## src/rtl/seg7_disp_ctrl_if.sv

```systemverilog
// Request/display bundle between the operation/countdown requester and the
// 7-segment display controller.
interface seg7_disp_ctrl_if;
    logic       i_op_valid;
    logic [2:0] i_op_code;
    logic       o_op_ready;
    logic       i_cd_start;
    logic [3:0] i_cd_secs;
    logic       i_cd_cancel;
    logic       o_en;
    logic       o_disp_mode;
    logic [2:0] o_op_code;
    logic [3:0] o_digit_val;
    logic       o_busy;
    logic       o_cd_done;

    modport master (
        output i_op_valid, i_op_code, i_cd_start, i_cd_secs, i_cd_cancel,
        input  o_op_ready, o_en, o_disp_mode, o_op_code, o_digit_val, o_busy, o_cd_done
    );

    modport slave (
        input  i_op_valid, i_op_code, i_cd_start, i_cd_secs, i_cd_cancel,
        output o_op_ready, o_en, o_disp_mode, o_op_code, o_digit_val, o_busy, o_cd_done
    );
endinterface

```

## src/rtl/seg7_disp_ctrl.sv

```systemverilog
// Display controller: shows an operation symbol or a 9..0 countdown digit,
// returning to the prior symbol/blank state when the countdown ends.
module seg7_disp_ctrl #(
    parameter int unsigned TICK_CYCLES = 100_000_000
) (
    input  logic             clk,
    input  logic             rst,
    seg7_disp_ctrl_if.slave  bus
);

    localparam int unsigned TICK_W   = (TICK_CYCLES > 1) ? $clog2(TICK_CYCLES) : 1;
    localparam int unsigned DIGIT_W  = 4;
    localparam logic [DIGIT_W-1:0] DIGIT_MAX = DIGIT_W'(9);

    typedef enum logic [1:0] {
        IDLE = 2'd0,
        OP   = 2'd1,
        CD   = 2'd2
    } state_t;

    state_t              state;
    state_t              ret_state;
    logic [TICK_W-1:0]   tick;
    logic [DIGIT_W-1:0]  count;
    logic [2:0]          op_code;
    logic                en_r;
    logic                mode_r;
    logic                busy_r;
    logic                done_r;
    logic                ready_r;

    logic                op_hs_c;
    logic                tick_last_c;
    logic [DIGIT_W-1:0]  load_val_c;

    assign op_hs_c     = bus.i_op_valid && ready_r;
    assign tick_last_c = (tick == TICK_W'(TICK_CYCLES - 1));
    assign load_val_c  = (bus.i_cd_secs > DIGIT_MAX) ? DIGIT_MAX : bus.i_cd_secs;

    // Mode FSM; display outputs are registered alongside the state they describe.
    always_ff @(posedge clk) begin
        if (rst) begin
            state     <= IDLE;
            ret_state <= IDLE;
            tick      <= '0;
            count     <= '0;
            op_code   <= '0;
            en_r      <= 1'b0;
            mode_r    <= 1'b0;
            busy_r    <= 1'b0;
            done_r    <= 1'b0;
            ready_r   <= 1'b1;
        end else begin
            done_r <= 1'b0;
            unique case (state)
                IDLE, OP: begin
                    if (op_hs_c) begin
                        op_code <= bus.i_op_code;
                    end
                    if (bus.i_cd_start && !bus.i_cd_cancel) begin
                        state     <= CD;
                        ret_state <= (op_hs_c || state == OP) ? OP : IDLE;
                        count     <= load_val_c;
                        tick      <= '0;
                        en_r      <= 1'b1;
                        mode_r    <= 1'b1;
                        busy_r    <= 1'b1;
                        ready_r   <= 1'b0;
                    end else if (op_hs_c) begin
                        state   <= OP;
                        en_r    <= 1'b1;
                        mode_r  <= 1'b0;
                        busy_r  <= 1'b0;
                        ready_r <= 1'b1;
                    end
                end
                CD: begin
                    // Cancel beats restart; a restart keeps the recorded return state.
                    if (bus.i_cd_cancel || (tick_last_c && count == '0 && !bus.i_cd_start)) begin
                        state   <= ret_state;
                        en_r    <= (ret_state == OP);
                        mode_r  <= 1'b0;
                        busy_r  <= 1'b0;
                        ready_r <= 1'b1;
                        tick    <= '0;
                        done_r  <= !bus.i_cd_cancel;
                    end else if (bus.i_cd_start) begin
                        count <= load_val_c;
                        tick  <= '0;
                    end else if (tick_last_c) begin
                        tick  <= '0;
                        count <= count - DIGIT_W'(1);
                    end else begin
                        tick <= tick + TICK_W'(1);
                    end
                end
                default: begin
                    state <= IDLE;
                end
            endcase
        end
    end

    assign bus.o_op_ready  = ready_r;
    assign bus.o_en        = en_r;
    assign bus.o_disp_mode = mode_r;
    assign bus.o_op_code   = op_code;
    assign bus.o_digit_val = count;
    assign bus.o_busy      = busy_r;
    assign bus.o_cd_done   = done_r;

endmodule

```

## src/flat_wrapper.sv

```systemverilog
// flat-port wrapper written by rule: the top's interface ports become plain ports
module seg7_disp_ctrl_flat 
#(
    parameter int unsigned TICK_CYCLES = 100_000_000
)
  (clk, rst, bus_i_op_valid, bus_i_op_code, bus_i_cd_start, bus_i_cd_secs, bus_i_cd_cancel, bus_o_op_ready, bus_o_en, bus_o_disp_mode, bus_o_op_code, bus_o_digit_val, bus_o_busy, bus_o_cd_done);
  seg7_disp_ctrl_if bus_i ();
  input  logic clk;
  input  logic rst;
  input wire logic [$bits(bus_i.i_op_valid)-1:0] bus_i_op_valid;
  input wire logic [$bits(bus_i.i_op_code)-1:0] bus_i_op_code;
  input wire logic [$bits(bus_i.i_cd_start)-1:0] bus_i_cd_start;
  input wire logic [$bits(bus_i.i_cd_secs)-1:0] bus_i_cd_secs;
  input wire logic [$bits(bus_i.i_cd_cancel)-1:0] bus_i_cd_cancel;
  output wire logic [$bits(bus_i.o_op_ready)-1:0] bus_o_op_ready;
  output wire logic [$bits(bus_i.o_en)-1:0] bus_o_en;
  output wire logic [$bits(bus_i.o_disp_mode)-1:0] bus_o_disp_mode;
  output wire logic [$bits(bus_i.o_op_code)-1:0] bus_o_op_code;
  output wire logic [$bits(bus_i.o_digit_val)-1:0] bus_o_digit_val;
  output wire logic [$bits(bus_i.o_busy)-1:0] bus_o_busy;
  output wire logic [$bits(bus_i.o_cd_done)-1:0] bus_o_cd_done;
  assign bus_i.i_op_valid = bus_i_op_valid;
  assign bus_i.i_op_code = bus_i_op_code;
  assign bus_i.i_cd_start = bus_i_cd_start;
  assign bus_i.i_cd_secs = bus_i_cd_secs;
  assign bus_i.i_cd_cancel = bus_i_cd_cancel;
  assign bus_o_op_ready = bus_i.o_op_ready;
  assign bus_o_en = bus_i.o_en;
  assign bus_o_disp_mode = bus_i.o_disp_mode;
  assign bus_o_op_code = bus_i.o_op_code;
  assign bus_o_digit_val = bus_i.o_digit_val;
  assign bus_o_busy = bus_i.o_busy;
  assign bus_o_cd_done = bus_i.o_cd_done;
  seg7_disp_ctrl #(.TICK_CYCLES(TICK_CYCLES)) u_core (.clk(clk), .rst(rst), .bus(bus_i));
endmodule
```

## config.mk

```make
export PLATFORM = sky130hd
export DESIGN_NAME = seg7_disp_ctrl_flat
export DESIGN_NICKNAME = d
export VERILOG_FILES = /design/src/rtl/seg7_disp_ctrl_if.sv /design/src/rtl/seg7_disp_ctrl.sv /design/src/flat_wrapper.sv
export SDC_FILE = /design/constraint.sdc
export NUM_CORES = 1
export LEC_CHECK = 0
export ABC_AREA = 1
export CELL_PAD_IN_SITES_DETAIL_PLACEMENT = 1
export CELL_PAD_IN_SITES_GLOBAL_PLACEMENT = 1
export CORE_UTILIZATION = 35
export DETAILED_ROUTE_END_ITERATION = 8
export PLACE_DENSITY = 0.68
export SLEW_MARGIN = 20
export SYNTH_ARGS = -nofsm -noshare
export SYNTH_HDL_FRONTEND = slang
export SYNTH_SLANG_ARGS = --single-unit
```

## constraint.sdc

```tcl
create_clock -name clk -period 2 [get_ports clk]
set_input_delay 0.4 -clock clk [delete_from_list [all_inputs] [get_ports clk]]
set_output_delay 0.4 -clock clk [all_outputs]
set_load 0.02 [all_outputs]
```

==> impl_metrics.ini, run 1 <==
[floorplan]
row_count = 29
core_mm2 = 0.006495
die_w_um = 85.17
dieArea_mm2 = 0.007254
die_height_um = 85.17
initial_core_util = 0.3728
io_pins = 24

[final_layout]
layout-drive-gt1-share = 0.1086
final_cell_mix = nand2_1 (76), nor2_1 (70), dfxtp_1 (41)
post-route-util = 0.4477
area_delta_synth_final_pct = 20.10
final_common_cell = nand2_1
n_antenna_cell = 0
layoutNonFillerInstCount = 473
nets = 410
fillers = 842

[setup_path]
cp.required_ns = 2.19
crit-reg2reg-launch = u_core.tick[0]
endpoint_kind = flip-flop
crit_buf_inv = 1
r2r_end = u_core.tick[19]
slowest_delay_ns = 0.39
setup.worst_path.end = u_core.tick[19]
path_common_cell = nor2_1
critPathSlowestCell = dfxtp_1
crit_arrival_ns = 2.03
critPathKind = flip-flop to flip-flop
critPathLaunchType = flip-flop
crit_chain = ha_1 > nand2_1 > nor2_2 > nand2_4 > nor2_4 > nand2_2 > nand3_4 > buf_4 > nor2_1 > a21oi_1 > nor2_1
r2r_cells = 11
crit_cells = 11
critPathLaunch = u_core.tick[0]
critical-path-top-delay-family = simple AND/OR/NAND/NOR gates
rrSetupSlack_ns = 0.16
crit_path_max_fanout = 7

[cts]
postCtsSetupBuffers = 0
root_buffer = clkbuf_8
cts_tree = built
cts_buffers = 5
clkTransAtPathRegs_ns = 0.09
holdBufCountCts = 0
htree_num_levels = 2
ctsResizeCount = 0
clk_latency_ns = 0.30
clockBufferDepth = 2
cts_sinks = 41

[yosys]
syn_area_mm2 = 0.002421
syn_avg_cell_area_um2 = 6.688
yosysSeqAreaShare = 0.3390
netlist_instances = 362
ys_seq_elements = 41
synth_warnings = 0
synth_fp_nets = 377
yosysUniqueCellTypes = 34

[sta]
finClkSkew_ns = 0.005323
finalSetupTns_ns = 0
min_period_over_period = 0.9199
min_period_ns = 1.840
slew_headroom = 0.6901
worst_pin_slew_ns = 0.4613
max_freq_ghz = 0.5436
drv_slew = 0
rsz0062_at_grt = no
hold_viol = 0
finalSetupViolCount = 0

[grt]
overflow = 0
grt_pass1_wl_mm = 10.99
grt_max_degree = 19
antenna_found_initial = 0
grt.total_usage = 0.1924
grt_pass1_vias = 2419

[pwr]
ir_worst_vdd_mv = 0.4441
internal-power_mw = 1.447
leakage_nw = 1.038
p_seq_frac = 0.446
power.share.combinational = 0.134
powerDensity_mw_per_mm2 = 662.9
pwr-share-clk = 0.419
switching_power_uw = 480.8
switching_share = 0.2494
finalPower_mw = 1.927

[placement]
port_buffers = 23
place.gp.congestion = 0.7899
dpl.cell_count = 465
dp_hpwl_mm = 5.076

[routing]
route.detailed.drc = 0
vias_per_cell = 4.975
wl_per_cell_um = 13.55
ant_nets = 0
routed_wl_mm = 6.408
first_pass_iters = 4
vias = 2353
drt_iter0_drc = 44

[worst_hold_path]
worstHoldPathType = flip-flop to flip-flop

[job]
max_cap_viol_count = 0

[outcome]
status = finished, final reports clean
==> power by group through the flow <==
stage / clock [mW] / sequential [mW] / combinational, mW
after floorplan: 0 / 0.899 / 0.143
after global placement: 0 / 0.879 / 0.260
after detailed placement: 0 / 0.879 / 0.262
after CTS: 0.830 / 0.861 / 0.264
after global routing: 0.865 / 0.864 / 0.286
final: 0.808 / 0.860 / 0.259
==> worst min-delay path by stage <==
| stage | start | endpoint | slack (ns) | depth (start not counted) |
|---|---|---|---|---|
| global route | u_core.bus.o_en | u_core.bus.o_en | 0.48 | 2 |
| CTS | u_core.bus.o_en | u_core.bus.o_en | 0.46 | 2 |
| global placement | u_core.bus.o_en | u_core.bus.o_en | 0.44 | 2 |
| finish | u_core.bus.o_en | u_core.bus.o_en | 0.45 | 2 |
| detailed placement | u_core.bus.o_en | u_core.bus.o_en | 0.44 | 2 |
| floorplan | u_core.tick[12] | u_core.tick[12] | 0.45 | 2 |
==> state kept, by name, summed over array words and instances, names as in the netlist <==
signal,cells
u_core.state,2
u_core.bus.o_en,1
u_core.ret_state,1
u_core.tick,27
u_core.bus.o_digit_val,4
u_core.bus.o_op_ready,1
u_core.bus.o_cd_done,1
u_core.bus.o_disp_mode,1
u_core.bus.o_op_code,3
==> cell usage after synthesis (all sizes together) <==
cell type	n	area share
nor4	1	0.0026
nand4	9	0.023
clkbuf	3	0.0047
nand2	84	0.15
a22o	1	0.0036
xor2	10	0.036
ha	3	0.016
nand3b	1	0.0031
clkinv	1	0.0015
nor2	77	0.14
inv	45	0.071
o21ai	11	0.023
nand3	26	0.061
nor3b	5	0.018
buf	3	0.012
a21oi	20	0.046
nor3	15	0.033
o22ai	1	0.0026
dfxtp	41	0.34
a211oi	2	0.0062
xnor2	3	0.011
==> layout make-up <==
type	instances	area, µm²	area share
inverters	46	175.2	0.06024
clock inverters	3	65.06	0.02238
multi-input cells	269	1384	0.4759
repair buffers	32	297.8	0.1024
clock buffers	5	68.82	0.02367
flip-flops and latches	41	820.8	0.2823
well taps	77	96.34	0.03313
==> worst min-delay path, cell delays in order (launching register included) <==
cell and delay [ns]:
dfxtp_1 0.32, inv_1 0.05, a21oi_1 0.05
==> layer usage <==
layer / up-vias / wire length, µm / track usage / part of all wire
met4: 0 / 93 / 0.06471 / 0.015
li1: 1216 / - / - / -
met1: 1102 / 2992 / 0.2341 / 0.47
met5: - / 0 / 0 / 0
met3: 8 / 194 / 0.03405 / 0.030
met2: 27 / 3128 / 0.3416 / 0.49
==> through the flow <==
step / setup slack (ns) / hold slack, ns / cell area, µm²
after global routing: 0.03849 / 0.4819 / 2908
final: 0.1603 / 0.4518 / 2908
after floorplan: 0.4218 / 0.4530 / 2421
after CTS: 0.1432 / 0.4598 / 2908
after global placement: 0.06220 / 0.4365 / 2774
after detailed placement: 0.01342 / 0.4418 / 2774
==> kinds of logic (layout without fill, tap and decap cells) <==
logic type	count (synthesis)	in the layout	share of synthesized area
AO/OA/AOI/OAI	35	35	0.08114
XOR/XNOR	13	13	0.04703
adder cells (fa/ha/maj)	3	3	0.01551
buffers and inverters	52	86	0.08941
flip-flops	41	41	0.3390
AND/OR/NAND/NOR	218	218	0.4279
Note: power is estimated with default switching activity, not from simulation.
==> run 2: changes to the inputs <==
- PLACE_DENSITY: 0.68 -> 0.71
- clock period: 2 -> 1.5 ns (I/O delays scaled with it)
==> run 2 against run 1 <==
  * The flow now finishes with violations (setup timing)
  * Clock power is 17% higher
  * Critical path depth down 1
  * Via count up 16%
  * Utilization is 13 points higher
  * Maximum frequency up 11%
  * Clock-buffer cell count up 2
  * Critical endpoint is now u_core.bus.o_digit_val[3]
  * Highest routed layer unchanged
==> impl_metrics.ini, run 2 (same netlist as run 1, synthesis figures left out) <==
[cts]
clk_latency_ns = 0.30
cts_buffers = 5
clockBufferDepth = 2
root_buffer = clkbuf_8
clkTransAtPathRegs_ns = 0.08
cts_sinks = 41
cts_tree = built
htree_num_levels = 2

[setup_path]
critPathKind = flip-flop to flip-flop
cp.required_ns = 1.69
crit_chain = ha_4 > nand2_4 > nor2_4 > nand2_4 > nor2_4 > nand2_4 > a21oi_4 > nand3_1 > nand2_1 > nor2_1
crit_buf_inv = 0
r2r_end = u_core.bus.o_digit_val[3]
critPathLaunchType = flip-flop
setup.worst_path.end = u_core.bus.o_digit_val[3]
crit_arrival_ns = 1.85
crit-reg2reg-launch = u_core.tick[1]
critPathLaunch = u_core.tick[1]
critical-path-top-delay-family = simple AND/OR/NAND/NOR gates
rrSetupSlack_ns = -0.16
r2r_cells = 10
critPathSlowestCell = dfxtp_2
crit_cells = 10
endpoint_kind = flip-flop
slowest_delay_ns = 0.36
crit_path_max_fanout = 6
path_common_cell = nand2_4

[pwr]
internal-power_mw = 1.843
power.share.combinational = 0.179
ir_worst_vdd_mv = 0.3572
powerDensity_mw_per_mm2 = 677.7
pwr-share-clk = 0.372
leakage_nw = 1.479
switching_power_uw = 704.6
finalPower_mw = 2.547
switching_share = 0.2766
p_seq_frac = 0.450

[grt]
grt_max_degree = 18
antenna_found_initial = 0
grt.total_usage = 0.2381
grt_pass1_vias = 2924
overflow = 0
grt_pass1_wl_mm = 13.59

[final_layout]
largest-register = u_core.tick
largest_reg_flops = 27
final_common_cell = nand2_1
layout-drive-gt1-share = 0.3682
post-route-util = 0.5787
final_cell_mix = nand2_1 (69), buf_4 (64), nor2_1 (51)
nets = 473
n_antenna_cell = 0
area_delta_synth_final_pct = 55.25
layoutNonFillerInstCount = 536

[floorplan]
dieArea_mm2 = 0.007254
row_count = 29
core_mm2 = 0.006495
io_pins = 24
die_height_um = 85.17
die_w_um = 85.17
initial_core_util = 0.3728

[routing]
wl_met3_um = 169
route.detailed.drc = 0
vias_per_cell = 5.080
wl_per_cell_um = 16.02
top_layer_used = met4
met1_length_mm = 3.682
routed_wl_mm = 8.585
first_pass_iters = 4
ant_nets = 0
drt_iter0_drc = 107
vias = 2723
wl_met2_mm = 4.573

[sta]
max_freq_ghz = 0.6024
hold_viol = 0
worst_pin_slew_ns = 0.3698
finClkSkew_ns = 0.009806
finalSetupViolCount = 32
drv_slew = 0
min_period_ns = 1.660
setup_ws_ns = -0.1600
rsz0062_at_grt = yes
min_period_over_period = 1.107
slew_headroom = 0.7532

[placement]
dpl.cell_count = 520
port_buffers = 23
place_ws_ns = -0.3375
place.gp.congestion = 0.8177
dp_hpwl_mm = 5.834

[outcome]
violations = setup timing
status = finished, violations left

[worst_hold_path]
hold_depth = 2
worstHoldPathType = flip-flop to flip-flop

[job]
max_cap_viol_count = 0
-- run 2: changes by cell type in the layout (fill, tap and decap cells not counted), sizes merged --
cell           change
buf               +60
bufinv             -1
clkbuf             +2
clkdlybuf4s50     -12
clkinv             -1
dlygate4sd2       +12
nand2              +3
-- run 2: routing by layer --
layer	track usage	vias to the layer above
li1	-	1346
met1	0.2650	1329
met2	0.4450	36
met3	0.03794	12
met4	0.1032	0
met5	0	-
-- run 2: final cells by class --
cell class,count,area (µm²)
fillers,824,2736
multi-input cells,272,1777
flip-flops and latches,41,827.0
repair buffers,92,760.7
inverters,46,181.4
well taps,77,96.34
clock buffers,7,86.33
clock inverters,1,30.03
-- run 2: metrics by stage --
stage                     area (µm²)  TNS (ns)  hold slack [ns]
after floorplan                 2449  -0.07468           0.3793
after global placement          3227    -6.508           0.4400
after detailed placement        3227    -7.778           0.4478
after CTS                       3596    -2.055           0.4601
after global routing            3759    -5.769           0.4854
final                           3759    -2.454           0.4585
-- run 2: worst min path at each step --
stage	from	endpoint
floorplan	bus_i_cd_cancel	u_core.bus.o_cd_done
global placement	u_core.bus.o_en	u_core.bus.o_en
detailed placement	u_core.bus.o_en	u_core.bus.o_en
CTS	u_core.bus.o_en	u_core.bus.o_en
global route	u_core.bus.o_en	u_core.bus.o_en
finish	u_core.bus.o_en	u_core.bus.o_en
-- run 2: worst register-to-register path: cells and delay by family (launching register included) --
kind | cells | cell delay, ns
compound gates | 1 | 0.25
fa+ha+maj | 1 | 0.15
simple gates | 8 | 0.80
flops | 1 | 0.36
-- run 2: power by group through the flow --
stage / sequential [mW] / combinational, mW / clock [mW]
after floorplan: 1.20 / 0.191 / 0
after global placement: 1.17 / 0.376 / 0
after detailed placement: 1.17 / 0.382 / 0
after global routing: 1.15 / 0.492 / 1.02
final: 1.15 / 0.455 / 0.947
after CTS: 1.14 / 0.430 / 0.977
-- run 2: what timing repair did --
| action | CTS | global route |
|---|---|---|
| buffers inserted | 3 | 3 |
| gates resized for setup | 62 | 39 |
| setup endpoints to repair | 47 | 36 |
| pin swaps | 23 | 22 |
| hold buffers | 0 | 0 |
| cloned | 3 | 0 |
